$ cat src/rtl/fetcher_if.sv
// fetcher_if: valid/ready read port between the instruction fetcher and program memory.
interface fetcher_if #(
    parameter int ADDR_BITS = 8,
    parameter int DATA_BITS = 16
);
    logic                 mem_read_valid;
    logic [ADDR_BITS-1:0] mem_read_address;
    logic                 mem_read_ready;
    logic [DATA_BITS-1:0] mem_read_data;
    modport master (output mem_read_valid, mem_read_address, input mem_read_ready, mem_read_data);
    modport slave  (input mem_read_valid, mem_read_address, output mem_read_ready, mem_read_data);
endinterface

$ cat src/rtl/fetcher.sv
// fetcher: per-core instruction fetcher issuing valid/ready reads to program memory.
// Optional one-entry reuse buffer enabled by defining FETCHER_CACHE_EN.
`ifndef CORE_FETCH
`define CORE_FETCH 3'b001
`endif
`ifndef CORE_DECODE
`define CORE_DECODE 3'b010
`endif
module fetcher #(
    parameter int PROGRAM_MEM_ADDR_BITS = 8,
    parameter int PROGRAM_MEM_DATA_BITS = 16,
    parameter int TIMEOUT_CYCLES        = 255
) (
    input  logic                             clk,
    input  logic                             reset,
    input  logic                             enable,
    input  logic [2:0]                       core_state,
    input  logic [PROGRAM_MEM_ADDR_BITS-1:0] current_pc,
    input  logic                             cache_flush,
    fetcher_if.master                        mem,
    output logic [2:0]                       fetcher_state,
    output logic [PROGRAM_MEM_DATA_BITS-1:0] instruction,
    output logic                             fetch_error,
    output logic [15:0]                      fetch_count
);
    localparam logic [2:0] IDLE = 3'd0, FETCHING = 3'd1, FETCHED = 3'd2;
    localparam int TW = $clog2(TIMEOUT_CYCLES + 2);

    logic [2:0]                       state, next;
    logic [PROGRAM_MEM_ADDR_BITS-1:0] address;
    logic [TW-1:0]                    timer;
    logic                             start, handshake, timeout, hit;
    logic [PROGRAM_MEM_DATA_BITS-1:0] cached_word;

    assign start     = state == IDLE && core_state == `CORE_FETCH;
    assign handshake = state == FETCHING && mem.mem_read_ready;
    // Ready in the timeout cycle counts as a handshake, so timeout requires ready low.
    assign timeout   = state == FETCHING && !mem.mem_read_ready && TIMEOUT_CYCLES != 0
                       && timer == TW'(TIMEOUT_CYCLES - 1);

`ifdef FETCHER_CACHE_EN
    logic [PROGRAM_MEM_ADDR_BITS-1:0] tag;
    logic                             tag_valid;
    assign hit = tag_valid && tag == current_pc && !cache_flush;
    always_ff @(posedge clk) begin
        if (reset) begin
            tag_valid <= 1'b0;
        end else if (enable) begin
            tag_valid <= (cache_flush || timeout) ? 1'b0 : handshake ? 1'b1 : tag_valid;
            if (handshake) begin
                tag         <= address;
                cached_word <= mem.mem_read_data;
            end
        end
    end
`else
    logic unused_flush;
    assign unused_flush = cache_flush;
    assign hit          = 1'b0;
    assign cached_word  = '0;
`endif

    always_ff @(posedge clk) begin
        if (reset)
            state <= IDLE;
        else
            state <= next;
    end

    always_comb begin
        next = state;
        if (enable)
            case (state)
                IDLE:     next = start ? (hit ? FETCHED : FETCHING) : IDLE;
                FETCHING: next = (handshake || timeout) ? FETCHED : FETCHING;
                FETCHED:  next = core_state == `CORE_DECODE ? IDLE : FETCHED;
                default:  next = IDLE;
            endcase
    end

    always_comb begin
        mem.mem_read_valid   = state == FETCHING;
        mem.mem_read_address = address;
        fetcher_state        = state;
    end

    always_ff @(posedge clk) begin
        if (reset) begin
            address     <= '0;
            instruction <= '0;
            fetch_error <= 1'b0;
            fetch_count <= '0;
            timer       <= '0;
        end else if (enable) begin
            if (start && hit) instruction <= cached_word;
            if (start && !hit) begin
                address <= current_pc;
                timer   <= '0;
            end
            if (handshake) begin
                instruction <= mem.mem_read_data;
                fetch_count <= fetch_count + 16'd1;
            end else if (timeout) begin
                instruction <= '0;
                fetch_error <= 1'b1;
            end else if (state == FETCHING) begin
                timer <= timer + TW'(1);
            end
        end
    end
endmodule

$ cat src/flat_wrapper.sv
// flat-port wrapper written by rule: the top's interface ports become plain ports
module fetcher_flat 
#(
    parameter int PROGRAM_MEM_ADDR_BITS = 8,
    parameter int PROGRAM_MEM_DATA_BITS = 16,
    parameter int TIMEOUT_CYCLES        = 255
)
  (clk, reset, enable, core_state, current_pc, cache_flush, fetcher_state, instruction, fetch_error, fetch_count, mem_mem_read_valid, mem_mem_read_address, mem_mem_read_ready, mem_mem_read_data);
  fetcher_if #(.ADDR_BITS(8), .DATA_BITS(16)) mem_i ();
  input  logic clk;
  input  logic reset;
  input  logic enable;
  input  logic [2:0] core_state;
  input  logic [PROGRAM_MEM_ADDR_BITS-1:0] current_pc;
  input  logic cache_flush;
  output logic [2:0] fetcher_state;
  output logic [PROGRAM_MEM_DATA_BITS-1:0] instruction;
  output logic fetch_error;
  output logic [15:0] fetch_count;
  output wire logic [$bits(mem_i.mem_read_valid)-1:0] mem_mem_read_valid;
  output wire logic [$bits(mem_i.mem_read_address)-1:0] mem_mem_read_address;
  input wire logic [$bits(mem_i.mem_read_ready)-1:0] mem_mem_read_ready;
  input wire logic [$bits(mem_i.mem_read_data)-1:0] mem_mem_read_data;
  assign mem_mem_read_valid = mem_i.mem_read_valid;
  assign mem_mem_read_address = mem_i.mem_read_address;
  assign mem_i.mem_read_ready = mem_mem_read_ready;
  assign mem_i.mem_read_data = mem_mem_read_data;
  fetcher #(.PROGRAM_MEM_ADDR_BITS(PROGRAM_MEM_ADDR_BITS), .PROGRAM_MEM_DATA_BITS(PROGRAM_MEM_DATA_BITS), .TIMEOUT_CYCLES(TIMEOUT_CYCLES)) u_core (.clk(clk), .reset(reset), .enable(enable), .core_state(core_state), .current_pc(current_pc), .cache_flush(cache_flush), .mem(mem_i), .fetcher_state(fetcher_state), .instruction(instruction), .fetch_error(fetch_error), .fetch_count(fetch_count));
endmodule
$ cat config.mk
export PLATFORM = sky130hd
export DESIGN_NAME = fetcher_flat
export DESIGN_NICKNAME = d
export VERILOG_FILES = /design/src/rtl/fetcher_if.sv /design/src/rtl/fetcher.sv /design/src/flat_wrapper.sv
export SDC_FILE = /design/constraint.sdc
export NUM_CORES = 1
export LEC_CHECK = 0
export ABC_AREA = 1
export BUFFER_PORTS_ARGS = -buffer_cell sky130_fd_sc_hd__buf_2
export CORE_MARGIN = 3
export CORE_UTILIZATION = 25
export CTS_CLUSTER_SIZE = 16
export DETAILED_ROUTE_END_ITERATION = 8
export MAX_ROUTING_LAYER = met4
export SLEW_MARGIN = 20
export SYNTH_ARGS = -nofsm -noshare
export SYNTH_HDL_FRONTEND = slang
export SYNTH_SLANG_ARGS = --single-unit
$ cat constraint.sdc
create_clock -name clk -period 1.5 [get_ports clk]
set_input_delay 0.075 -clock clk [delete_from_list [all_inputs] [get_ports clk]]
set_output_delay 0.075 -clock clk [all_outputs]
set_load 0.005 [all_outputs]
---- Yosys cells after proc, flatten, opt, wreduce, memory -nomap -nowiden ----
Index checks and enable logic that the tools add are counted.
cells by class
  divide/modulo/power cells ............... 0
  add/subtract/negate cells ............... 2
  $mul .................................... 0
  bitwise logic cells ..................... 1
  equal/unequal tests ..................... 5
  magnitude comparators ................... 0
  reductions and logical operators ........ 12
  mux-type cells .......................... 10
  shifts and indexed selects .............. 0
operator list
  kind                                                              number
  9-bit two-way mux                                                 4
  16-bit two-way mux                                                2
  16-bit by 1-bit adder with 16-bit output (second input constant)  1
  9-bit by 1-bit adder with 9-bit output (second input constant)    1
  9-bit by 8-bit == test with 1-bit output (second input constant)  1
  3-bit one-hot mux with 3 select lines                             1
  3-bit by 1-bit == test with 1-bit output (second input constant)  2
  3-bit by 2-bit == test with 1-bit output (second input constant)  2
  2-bit AND reduction                                               3
  1-bit logical AND                                                 4
  2-bit two-way mux                                                 2
  3-bit logical NOT                                                 1
  3-bit AND reduction                                               1
  2-bit nonzero test                                                1
  1-bit logical NOT                                                 1
  1-bit logical OR                                                  1
  1-bit two-way mux                                                 1
  1-bit NOT                                                         1
storage, ports and cells
  memories kept ........................... 0
  bits in latches ......................... 0
  register bits after elaboration ......... 53
  logic and storage cells ................. 36
  output and inout bits ................... 45
  bits in read-only memories .............. 0
  bits in writable memories ............... 0

---- Longest topological paths before layout ----
  word-level depth ........................ 6
  gate-level depth with buffers ........... 11
  gate-level depth less buffers ........... 10

---- Worst setup path after synthesis ----
Ideal clock, no wire load.
  path type ............................... flip-flop to flip-flop
  from .................................... register u_core.timer[0]
  to ...................................... register u_core.instruction[11]
  setup time .............................. 0.132 ns
  period minus slack after synthesis ...... 1.345 ns
  stages on the path, launching flop included .. 11
  path slack .............................. 0.155 ns
  arrival time ............................ 1.213 ns
  cell sequence ........................... dfxtp_1 inv_1 ha_1 nand2_1 nor2_1 nand3_2 nand2_1 nand2_2 buf_6 nand2_1 a21oi_1
on the way
  word-level cells in the longest chain between the ends .. 4
RTL lines
  what                                      line            source
  from (decl)                               fetcher.sv:31   logic [TW-1:0] timer;
  from (signal assigned)                    fetcher.sv:107  timer <= timer + TW'(1);
  9-bit by 8-bit == test with 1-bit output  fetcher.sv:39   && timer == TW'(TIMEOUT_CYCLES - 1);
  1-bit logical AND                         fetcher.sv:39
  2-bit nonzero test (no source line)       -
  2-bit AND reduction (no source line)      -
  to (signal assigned)                      fetcher.sv:95   if (start && hit) instruction <= cached_word;
  to (signal assigned)                      fetcher.sv:101  instruction <= mem.mem_read_data;
  to (decl)                                 fetcher.sv:22   output logic [PROGRAM_MEM_DATA_BITS-1:0] instruction,
No other way between the ends.
A chain may end at the register's enable or synchronous reset.

---- Worst setup path after layout ----
  from .................................... register u_core.timer[0]
  to ...................................... register u_core.instruction[0]
Same word-level chain as after synthesis.

==> results.toml <==
[logic_synthesis]
ys_seq_area_frac = 0.406
synth_top_area_share = 0.406
synth_commonest_cells = "nand2_1, dfxtp_1, nor2_1, a21oi_1, inv_1"
synth_area_leaders = "dfxtp_1, nand2_1, a21oi_1"
synth_ff_type = "dfxtp_1"
synthMuxAreaShare = 0
syn_inst = 383
synth_edf_count = 0
synth_top_family_by_area = "simple AND/OR/NAND/NOR gates"
yosys_warnings = 0
avgSynthCellArea_um2 = 6.70
synth_compound_area_frac = 0.126
syn_nets = 418
synth-xor-area-share = 0.0102
synthSimpleGateAreaFrac = 0.340
async_flop_share = 0
ys_types = 31
synthAdderAreaFrac = 0.0146
netlist.top_cell.by_area = "dfxtp_1"
yosys_register_bits = 52
synth.most_common_cell = "nand2_1"
netlist_area_mm2 = 0.00256

[final_layout]
stdcell_count = 618
drive_gt1_frac = 0.276
nNetsFinal = 519
num_antenna_cells = 0
final_area_mm2 = 0.00343
synthToLayoutAreaGrowth_pct = 33.7

[timing]
fmax_mhz = 719
finalSetupViolCount = 0
setup_tns_ns = 0
finClkSkew_ns = 0.00743
period_needed_ns = 1.39
fin_crit_sh = 0.928
rsz0062_at_grt = "true"
final_hold_viol_count = 0
slew_violations = 0

[global_routing]
first_global_vias = 2504
grt-ovfl-total = 0
grt_pass1_wl_mm = 11.4
antenna_found_initial = 0
grt_max_degree = 32
grtUsageTotal = 0.124

[setup_path]
critical_path_buf_inv_count = 1
crit_slowest_cell = "dfxtp_2"
crit_fanout = 8
crit_start = "u_core.timer[0]"
critPathMaxStageDelay_ns = 0.34
path_cells = "inv_2, ha_1, nand2_1, nor2_2, nand3_2, nand2_2, nand2_2, nand2_1, a21oi_1"
cp.required_ns = 1.68
critPathCaptureType = "flip-flop"
start_kind = "flip-flop"
r2r_start = "u_core.timer[0]"
cp.arrival_ns = 1.58
path_class = "flip-flop to flip-flop"
critical-path-top-delay-family = "simple AND/OR/NAND/NOR gates"

[status]
outcome = "completed"

[worst_hold_path]
worstHoldStart = "mem_mem_read_data[6]"
min_path_type = "input port to flip-flop"

[clock_tree]
path_clk_slew_ns = 0.10
cts_tree = "yes"
cts.sinks = 52
clock_latency_ns = 0.30
cts_buffers = 5
clk_path_buf_depth = 2
cts-htree-levels = 2
post_cts_buffers = 0
cts_root_buffer = "clkbuf_8"

[place]
io_buffers = 74
gp_congestion = 0.848
postPlaceCellArea_mm2 = 0.00319
dp.cells = 599
dp_hpwl_mm = 4.92

[route]
antenna_left = 0
drt_first_pass_iters = 4
initialDrtViolationCount = 124
drc_errors = 0
routed_wl_mm = 6.76
detail_route.wl_per_cell_um = 10.9
avgViaCountPerCell = 4.33
via_count = 2677

[floorplanning]
die_y_um = 107
coreArea_mm2 = 0.00986
die_w_um = 107
initial_core_util = 0.260
die_area_mm2 = 0.0115
fp-row-count = 36
ioPinCount = 77

[power]
vdd_drop_max_v = 0.000335
p_leak_uw = 0.00150
p_per_area_mw_per_mm2 = 710

[flow_run]
cap_violations = 0
## power breakdown
part	total, uW	switching [uW]	internal, uW
Clock	818	486	333
Combinational	208	109	98.8
Sequential	1410	10.4	1400
Total	2430	605	1830
## layout by cell type, fill, tap and decap left out, drive strengths merged, types with 3 or more instances in the layout
master	n
buf	98
nand4	9
ha	3
o21ai	19
a21oi	43
nor3	4
nand2	124
inv	43
dlygate4sd3	10
nor2	49
nand3	14
xnor2	3
clkbuf	5
dfxtp	52
## state kept, by name, indices dropped and copies added, names as in the netlist
| register | cells |
|---|---|
| u_core.mem.mem_read_address | 8 |
| u_core.fetch_count | 16 |
| u_core.fetcher_state | 2 |
| u_core.instruction | 16 |
| u_core.timer | 9 |
| u_core.fetch_error | 1 |
## cell type report
class	instances	area (um2)
clock buffer	5	68.8
clock inverter	3	21.3
fill	1093	6430
inverter	42	158
multi-input combinational	275	1300
sequential	52	1050
tap	133	166
timing repair buffer	108	667
## layer usage
metal  GRT usage  vias up  routed length [um]
met5           -        -                   0
met2       0.210       71                3150
met4      0.0292        0                  42
li1            -     1411                   -
met1       0.152     1191                3220
met3      0.0258        4                 350
## worst register-to-register path, cell delays in order (launching register included)
cell	delay (ns)
dfxtp_2	0.34
inv_2	0.05
ha_1	0.13
nand2_1	0.06
nor2_2	0.12
nand3_2	0.12
nand2_2	0.15
nand2_2	0.15
nand2_1	0.10
a21oi_1	0.06
## what timing repair did
| action | CTS | global route |
|---|---|---|
| endpoints found under the setup margin | 25 | 34 |
| gates cloned | 0 | 1 |
| resized for setup | 3 | 18 |
| hold buffers | 10 | 0 |
| endpoints found under the hold margin | 10 | 0 |
| pin swaps | 0 | 2 |
## stage by stage
step / hold slack, ns / setup slack (ns) / utilization / power [uW]
CTS: 0.000430 / 0.0152 / 0.344 / 2490
global route: 0.0100 / -0.0176 / 0.348 / 2570
finish: 0.0161 / 0.108 / 0.348 / 2430
global placement: 0.327 / -0.00427 / 0.324 / 1620
floorplan: 0.222 / 0.155 / - / 1540
detailed placement: 0.333 / -0.0704 / 0.324 / 1620
## cell families (layout without fill, tap and decap cells)
| logic type | count (synthesis) | in the layout |
|---|---|---|
| simple gates | 203 | 204 |
| xor+xnor | 3 | 3 |
| flops | 52 | 52 |
| buf+inv | 57 | 158 |
| compound gates | 64 | 64 |
| fa+ha+maj | 3 | 3 |
| other cells | 1 | 1 |
## worst paths after layout
check / to / slack, ns / depth (start not counted)
min reg2reg: u_core.mem.mem_read_address[6] / 0.45 / 2
max reg2reg: u_core.instruction[0] / 0.11 / 9
max: u_core.instruction[0] / 0.11 / 9
min: u_core.instruction[6] / 0.02 / 3
No activity file was read; power rests on OpenSTA's default activity.
